==> config.mk <==
export PLATFORM = sky130hd
export DESIGN_NAME = game_round_fsm
export DESIGN_NICKNAME = d
export VERILOG_FILES = /design/src/rtl/game_round_pkg.sv /design/src/rtl/game_timeout_counter.sv /design/src/rtl/game_round_fsm.sv
export SDC_FILE = /design/constraint.sdc
export NUM_CORES = 1
export LEC_CHECK = 0
export ABC_CLOCK_PERIOD_IN_PS = 2780
export BUFFER_PORTS_ARGS = -buffer_cell sky130_fd_sc_hd__buf_2
export CORE_MARGIN = 2
export CORE_UTILIZATION = 58
export CTS_BUF_LIST = sky130_fd_sc_hd__clkbuf_4
export CTS_CLUSTER_SIZE = 12
export DETAILED_ROUTE_END_ITERATION = 12
export HOLD_SLACK_MARGIN = 0.02
export PLACE_DENSITY = 0.95
export SYNTH_ARGS = -nofsm -noshare
export SYNTH_HDL_FRONTEND = slang
export SYNTH_SLANG_ARGS = --single-unit
export TNS_END_PERCENT = 5
==> constraint.sdc <==
create_clock -name clk -period 2.78 [get_ports clk]
set_clock_uncertainty 0.05 [all_clocks]
set_input_delay 0.139 -clock clk [delete_from_list [all_inputs] [get_ports clk]]
set_output_delay 0.139 -clock clk [all_outputs]
set_load 0.05 [all_outputs]
==> src/rtl/game_round_pkg.sv <==
// Shared state encoding and constants for the game round controller.
// The OVER state exists only when GAME_ROUND_FSM_LIVES_EN is defined.
package game_round_pkg;

  typedef enum logic [2:0] {
    INIT,
    START,
    AIM,
    SHOOT,
    WON,
    LOST
`ifdef GAME_ROUND_FSM_LIVES_EN
    , OVER
`endif
  } state_t;

  // Sliced down to the instance's score width to give its saturation value.
  localparam logic [31:0] SCORE_SAT_ALL = '1;
  localparam logic [1:0]  LIVES_RESET   = 2'd3;

endpackage

==> src/rtl/game_timeout_counter.sv <==
// End-of-round pause timer: loads all-ones, counts down once per enabled cycle,
// and flags expired while it sits at zero.
module game_timeout_counter #(
  parameter int TIMEOUT_WIDTH = 24
) (
  input  logic clk,
  input  logic rst,
  input  logic enable,
  input  logic load,
  output logic expired
);

  localparam logic [TIMEOUT_WIDTH-1:0] ONE = 1;

  logic [TIMEOUT_WIDTH-1:0] r_count;

  // NOTE: sequential state uses non-blocking assignments so every register samples pre-edge values.
  always_ff @(posedge clk or negedge rst) begin
    if (!rst) begin
      r_count <= '0;
    end else if (enable) begin
      if (load)
        r_count <= '1;
      else if (r_count != '0)
        r_count <= r_count - ONE;
    end
  end

  assign expired = (r_count == '0);

endmodule

==> src/rtl/game_round_fsm.sv <==
// Round controller driving the target and torpedo sprites: start, aim, shoot, win/lose, timed pause, score.
// Define GAME_ROUND_FSM_LIVES_EN for a three-life budget, a terminal OVER state and the game_over output.
module game_round_fsm
  import game_round_pkg::*;
#(
  parameter int screen_width  = 640,
  parameter int screen_height = 480,
  parameter int w_x           = $clog2(screen_width),
  parameter int w_y           = $clog2(screen_height),
  parameter int DX_WIDTH      = 2,
  parameter int DY_WIDTH      = 2,
  parameter int TARGET_X      = 0,
  parameter int TARGET_Y      = screen_height / 10,
  parameter int TARGET_DX     = 1,
  parameter int TARGET_DY     = 0,
  parameter int TORPEDO_X     = screen_width / 2,
  parameter int TORPEDO_Y     = screen_height - 16,
  parameter int TORPEDO_DX    = 0,
  parameter int TORPEDO_DY    = 3,
  parameter int TIMEOUT_WIDTH = 24,
  parameter int SCORE_WIDTH   = 4
) (
  input  logic                   clk,
  input  logic                   rst,
  input  logic                   enable,
  input  logic                   launch,
  input  logic                   collision,
  input  logic                   target_hit_wall,
  input  logic                   torpedo_hit_wall,
  output logic                   target_write_xy,
  output logic                   target_write_dxy,
  output logic [w_x-1:0]         target_write_x,
  output logic [w_y-1:0]         target_write_y,
  output logic [DX_WIDTH-1:0]    target_write_dx,
  output logic [DY_WIDTH-1:0]    target_write_dy,
  output logic                   target_enable_update,
  output logic                   torpedo_write_xy,
  output logic                   torpedo_write_dxy,
  output logic [w_x-1:0]         torpedo_write_x,
  output logic [w_y-1:0]         torpedo_write_y,
  output logic [DX_WIDTH-1:0]    torpedo_write_dx,
  output logic [DY_WIDTH-1:0]    torpedo_write_dy,
  output logic                   torpedo_enable_update,
  output logic                   end_of_game,
  output logic                   game_won,
`ifdef GAME_ROUND_FSM_LIVES_EN
  output logic                   game_over,
`endif
  output logic [SCORE_WIDTH-1:0] score
);

  localparam logic [SCORE_WIDTH-1:0] SCORE_SAT = SCORE_SAT_ALL[SCORE_WIDTH-1:0];
  localparam logic [SCORE_WIDTH-1:0] SCORE_ONE = 1;

  state_t                 r_state;
  state_t                 w_next_state;
  logic                   w_load;
  logic                   w_expired;
  logic [SCORE_WIDTH-1:0] r_score;
`ifdef GAME_ROUND_FSM_LIVES_EN
  logic [1:0]             r_lives;
`endif

  game_timeout_counter #(
    .TIMEOUT_WIDTH (TIMEOUT_WIDTH)
  ) u_timeout (
    .clk     (clk),
    .rst     (rst),
    .enable  (enable),
    .load    (w_load),
    .expired (w_expired)
  );

  always_ff @(posedge clk or negedge rst) begin
    if (!rst)
      r_state <= INIT;
    else
      r_state <= w_next_state;
  end

  // NOTE: every always_comb output gets a default first, so no path can infer a latch.
  always_comb begin
    w_next_state = r_state;
    case (r_state)
      INIT:  w_next_state = START;
      START: w_next_state = AIM;
      AIM: begin
        if (target_hit_wall)
          w_next_state = LOST;
        else if (launch)
          w_next_state = SHOOT;
      end
      SHOOT: begin
        if (collision)
          w_next_state = WON;
        else if (target_hit_wall || torpedo_hit_wall)
          w_next_state = LOST;
      end
      WON, LOST: begin
        if (w_expired) begin
`ifdef GAME_ROUND_FSM_LIVES_EN
          w_next_state = (r_lives == 2'd0) ? OVER : START;
`else
          w_next_state = START;
`endif
        end
      end
      default: w_next_state = r_state;
    endcase
    if (!enable)
      w_next_state = r_state;
  end

  // The pause timer is armed only on the edge that enters WON or LOST.
  assign w_load = ((r_state == AIM) || (r_state == SHOOT)) &&
                  ((w_next_state == WON) || (w_next_state == LOST));

  always_ff @(posedge clk or negedge rst) begin
    if (!rst)
      r_score <= '0;
    else if (enable && (r_state == SHOOT) && collision && (r_score != SCORE_SAT))
      r_score <= r_score + SCORE_ONE;
  end

`ifdef GAME_ROUND_FSM_LIVES_EN
  always_ff @(posedge clk or negedge rst) begin
    if (!rst)
      r_lives <= LIVES_RESET;
    else if (w_load && (w_next_state == LOST) && (r_lives != 2'd0))
      r_lives <= r_lives - 2'd1;
  end
`endif

  always_comb begin
    target_write_xy       = 1'b0;
    target_write_dxy      = 1'b0;
    target_enable_update  = 1'b0;
    torpedo_write_xy      = 1'b0;
    torpedo_write_dxy     = 1'b0;
    torpedo_enable_update = 1'b0;
    end_of_game           = 1'b0;
    game_won              = 1'b0;
`ifdef GAME_ROUND_FSM_LIVES_EN
    game_over             = 1'b0;
`endif
    case (r_state)
      START: begin
        target_write_xy   = 1'b1;
        target_write_dxy  = 1'b1;
        torpedo_write_xy  = 1'b1;
        torpedo_write_dxy = 1'b1;
      end
      AIM:   target_enable_update = 1'b1;
      SHOOT: begin
        target_enable_update  = 1'b1;
        torpedo_enable_update = 1'b1;
      end
      WON: begin
        end_of_game = 1'b1;
        game_won    = 1'b1;
      end
      LOST:  end_of_game = 1'b1;
`ifdef GAME_ROUND_FSM_LIVES_EN
      OVER: begin
        end_of_game = 1'b1;
        game_over   = 1'b1;
      end
`endif
      default: ;
    endcase
  end

  assign target_write_x   = TARGET_X[w_x-1:0];
  assign target_write_y   = TARGET_Y[w_y-1:0];
  assign target_write_dx  = TARGET_DX[DX_WIDTH-1:0];
  assign target_write_dy  = TARGET_DY[DY_WIDTH-1:0];
  assign torpedo_write_x  = TORPEDO_X[w_x-1:0];
  assign torpedo_write_y  = TORPEDO_Y[w_y-1:0];
  assign torpedo_write_dx = TORPEDO_DX[DX_WIDTH-1:0];
  assign torpedo_write_dy = TORPEDO_DY[DY_WIDTH-1:0];
  assign score            = r_score;

endmodule

# Word-level counts from Yosys, hierarchy flattened
# Cells that the tools add are included.
# totals
word_cells	41
reg_bits	31
output_inout_bits	58
inputBits	7
# op_classes
eq_ne	8
add_sub_neg	2
n_mux	14
n_reduce_logical	14
# ops
cell	count
2-to-1 mux 24 bit	2
zero test 24 bit	1
nonzero test 24 bit	1
subtractor 24 x 1 -> 24 bit (second input constant)	1
2-to-1 mux 3 bit	6
one-hot mux 3 bit (5 select lines)	1
equality test 3 bit (second input constant)	4
equality test 3 x 2 -> 1 bit (second input constant)	2
2-to-1 mux 1 bit	5
adder 4 x 1 -> 4 bit (second input constant)	1
logical AND 1 bit	4
!= test 4 bit (second input constant)	1
OR reduction 2 bit	2
equality test 3 x 1 -> 1 bit (second input constant)	1
zero test 3 bit	1
logical OR 1 bit	3
AND reduction 2 bit	1
nonzero test 2 bit	1

# Logic depth before layout (Yosys ltp)
# depth
word_depth	10
ltp_mapped	8
ltp_nobuf	7

# Hierarchy
# From an unflattened synthesis, not the netlist that was laid out.
# unflattened
cells_unflattened	273
hier_area_um2	2358.5
# by_module_without_submodules
mod	cells_each	instances	area_per_inst_um2	seq_area_each_um2
game_timeout_counter	179	1	1524.0	600.6
game_round_fsm	94	1	834.6	175.2

# Least setup slack after synthesis
# Ideal clock, no wire load.
# synth_path
kind	register to register
start	reg r_state[1]
end	reg r_score[1], in the netlist score[1]
path_stages_with_launch	5
setup_slack_ns	0.534
path_buffers	0
arrival_ns	2.071
required_ns	2.605
setup_time_ns	0.125
synth_period_minus_slack_ns	2.246
path_cell_list	dfrtp_1 nor2b_1 nand4_1 a31oi_1 mux2_2
# synth_via
elab_chain_len	4
# synth_rtl
item	line	source
start, declared	game_round_fsm.sv:55	state_t r_state;
start signal, assigned	game_round_fsm.sv:78	r_state <= w_next_state;
equality test 3 x 2 -> 1 bit	game_round_fsm.sv:121	else if (enable && (r_state == SHOOT) && collision && (r_score != SCORE_SAT))
logical AND 1 bit (3 in series)	game_round_fsm.sv:121	
end signal, assigned	game_round_fsm.sv:122	r_score <= r_score + SCORE_ONE;
end, declared	game_round_fsm.sv:59	logic [SCORE_WIDTH-1:0] r_score;
# Every way passes these cells.
# A chain may end at the register's enable or synchronous reset.

# Final worst setup path
# layout_path
start	reg u_timeout.r_count[14]
end	reg r_state[2]
# layout_via
elab_chain_len	4
# layout_rtl
item	line	source
start, declared	game_timeout_counter.sv:15	logic [TIMEOUT_WIDTH-1:0] r_count;
start signal, assigned	game_timeout_counter.sv:25	r_count <= r_count - ONE;
zero test 24 bit	game_timeout_counter.sv:29	assign expired = (r_count == '0);
2-to-1 mux 3 bit	game_round_fsm.sv:100	if (w_expired) begin
one-hot mux 3 bit (5 select lines)	game_round_fsm.sv:84	case (r_state)
2-to-1 mux 3 bit	game_round_fsm.sv:110	if (!enable)
via w_next_state[2]	game_round_fsm.sv:56	state_t w_next_state;
# The timed path passes the listed nets, and every way through them passes these cells.

==> results.cfg <==
[status]
outcome = finished clean

[global_routing]
grt_max_degree = 32
grt-ovfl-total = 0
grt_pass1_vias = 1536
grt_pass1_wl_microns = 6831
grt_usage_pct = 20.81
antenna_found_initial = 0

[finish]
multi_input_area_sq_um = 1155
final_util_pct = 59.95
finalNetCount = 269
fin_cells = 308
syn2layout_area_growth_pct = 0.6359
num_antenna_cells = 0
drive_above_1_share_pct = 15.38
seq_area_sq_um = 775.7
stdcell_area_sq_um = 2178
fillers = 310

[critical_path]
path_delay_family = simple AND/OR/NAND/NOR gates
endpoint_kind = register
path_cells = nor4_4, nand4_2, nor2_1, nand2_1, a22o_1
arrival_ns = 2.40
crit_fanout = 8
path_class = reg -> reg
cp-start-kind = register
path_buf_inv = 0
max_stage_delay_ns = 0.50
crit_required_ns = 2.96
cpMaxStageDelayCell = nor4_4

[routing]
dr_wl_met2_microns = 2030
met3_length_microns = 316
drt_iter0_drc = 104
antenna_left = 0
viasPerCell = 5.536
first_pass_iters = 4
vias = 1705
wire_per_inst_microns = 13.35
wl_microns = 4111
wl_met1_microns = 1722
drc = 0
topRoutingLayerUsed = met4

[clock_tree]
ctsRootBufferMaster = clkbuf_4
cts_tree = built
cts_resized = 0
clock_sinks = 31
clock_latency_ns = 0.33
cts_hold_buf = 1
htreeDepth = 2
path_clk_slew_ns = 0.09
cts_buffer_depth = 2
post-cts-setup-buffer-count = 0
cts_buffers = 5

[sta]
setup_viol = 0
setup_ws_ns = 0.5617
whs_ns = 0.1558
fmax_mhz = 450.8
tightest_slew_ns = 0.6693
period_minus_slack_ns = 2.218
finalHoldViolCount = 0
tns_ns = 0
report.final.slew_viol_count = 0
fin_crit_sh_pct = 79.79
slew_headroom_pct = 55.38
rsz0062_at_grt = no

[die]
initial_core_util_pct = 59.57
core_area_sq_um = 3633
rows = 22
die_w_microns = 65.09
dieArea_sq_um = 4237
ios = 65
die_h_microns = 65.09

[run]
max_cap_violations = 0

[power_and_ir_drop]
power.density_nw_per_um2 = 841.8
seqPwrFrac_pct = 48.4
p_leak_nw = 0.9724
ir_worst_vdd_mv = 0.4704
p_sw_mw = 0.8617
totalPowerFinal_mw = 1.834
p_sw_share_pct = 46.99
internal_power_mw = 0.9721
combPwrFrac_pct = 37.1
power.share.clock_pct = 14.5

[logic_synthesis]
ys_types = 48
yosys_most_used_dff = dfrtp_1
yosys-top-cells-area = dfrtp_1 36%, buf_4 17%, nand2_1 3.5%
synth_top_area_share_pct = 35.84
yosys.area.top_type = dfrtp_1
ys.warnings.count = 0
synthTopCellsByCount = 49 x buf_4, 31 x dfrtp_1, 20 x nand2_1, 14 x nor2_1, 12 x o21ai_0
yosysMostFrequentCell = buf_4
async_flop_share_pct = 100.0
ys_ff_latch = 31
syn_area_per_cell_sq_um = 9.019
yosysSeqAreaShare_pct = 35.84
syn-cell-area_sq_um = 2165
synthCells = 240
synth_edf_count = 0

[placed_design]
postPlaceCellArea_sq_um = 2111
dpl_worst_slack_ns = 0.6118
io_buffers = 18
routabilityCongestion = 0.8755
dp_cells = 299
place_hpwl_microns = 2992

[min_path]
min_path_type = in -> reg
-- metal layers --
| metal | global-route usage, % | vias to the layer above |
|---|---|---|
| li1 | - | 810 |
| met1 | 26.63 | 812 |
| met2 | 34.15 | 78 |
| met3 | 5.137 | 5 |
| met4 | 8.073 | 0 |
| met5 | 0 | - |
-- worst min-delay path: stages --
cell and delay [ns]:
buf_2 0.19, nand4_1 0.10, nand3_1 0.07
-- path summary, 6_finish.rpt --
check / start / to / slack, ns / cells past startpoint
setup / recovery: u_timeout.r_count[14] / r_state[2] / 0.56 / 5
hold / removal: enable / u_timeout.r_count[17] / 0.16 / 3
setup reg to reg: u_timeout.r_count[14] / r_state[2] / 0.56 / 5
hold reg to reg: score[3] / score[3] / 0.45 / 1
max in group asynchronous: rst / r_state[1] / 1.92 / 2
min in group asynchronous: rst / u_timeout.r_count[5] / 0.32 / 2
-- flip-flops by register name (all words and copies together) (netlist names) --
register,count
r_state,3
score,4
u_timeout.r_count,24
-- power by group through the flow --
stage	Sequential (mW)	Combinational [mW]	Clock [mW]
after floorplan	0.844	0.604	0
final	0.888	0.680	0.265
after detailed placement	0.887	0.674	0
after global placement	0.872	0.654	0
after global routing	0.920	0.749	0.298
after CTS	0.881	0.678	0.276
-- placed cells by master (no fill, tap or decap), types with 4 or more instances in the layout --
cell,n
or4_1,4
conb_1,46
nand2_1,20
or3_1,5
nand4_1,4
o21ai_0,12
xor2_1,8
a21oi_1,4
nor3_1,7
o21ai_1,4
inv_1,4
nand3_1,9
clkbuf_4,7
buf_2,18
a31oi_1,4
nor2_1,14
dfrtp_1,31
-- area by class of cell --
class	instances	share of cell area, %
multi-input cells	196	53.02
flip-flops and latches	31	35.61
clock inverters	1	0.2298
repair buffers	21	5.284
well taps	48	2.757
inverters	4	0.6893
clock buffers	7	2.412
-- cell families after synthesis --
kind of cell	share of synthesized area (%)
AND/OR/NAND/NOR	27.28
flip-flops	35.84
other	0.3470
buffers and inverters	18.44
adder cells (fa/ha/maj)	1.734
XOR/XNOR	4.451
AO/OA/AOI/OAI	10.93
multiplexers	0.9826
No activity file was read; power rests on OpenSTA's default activity.
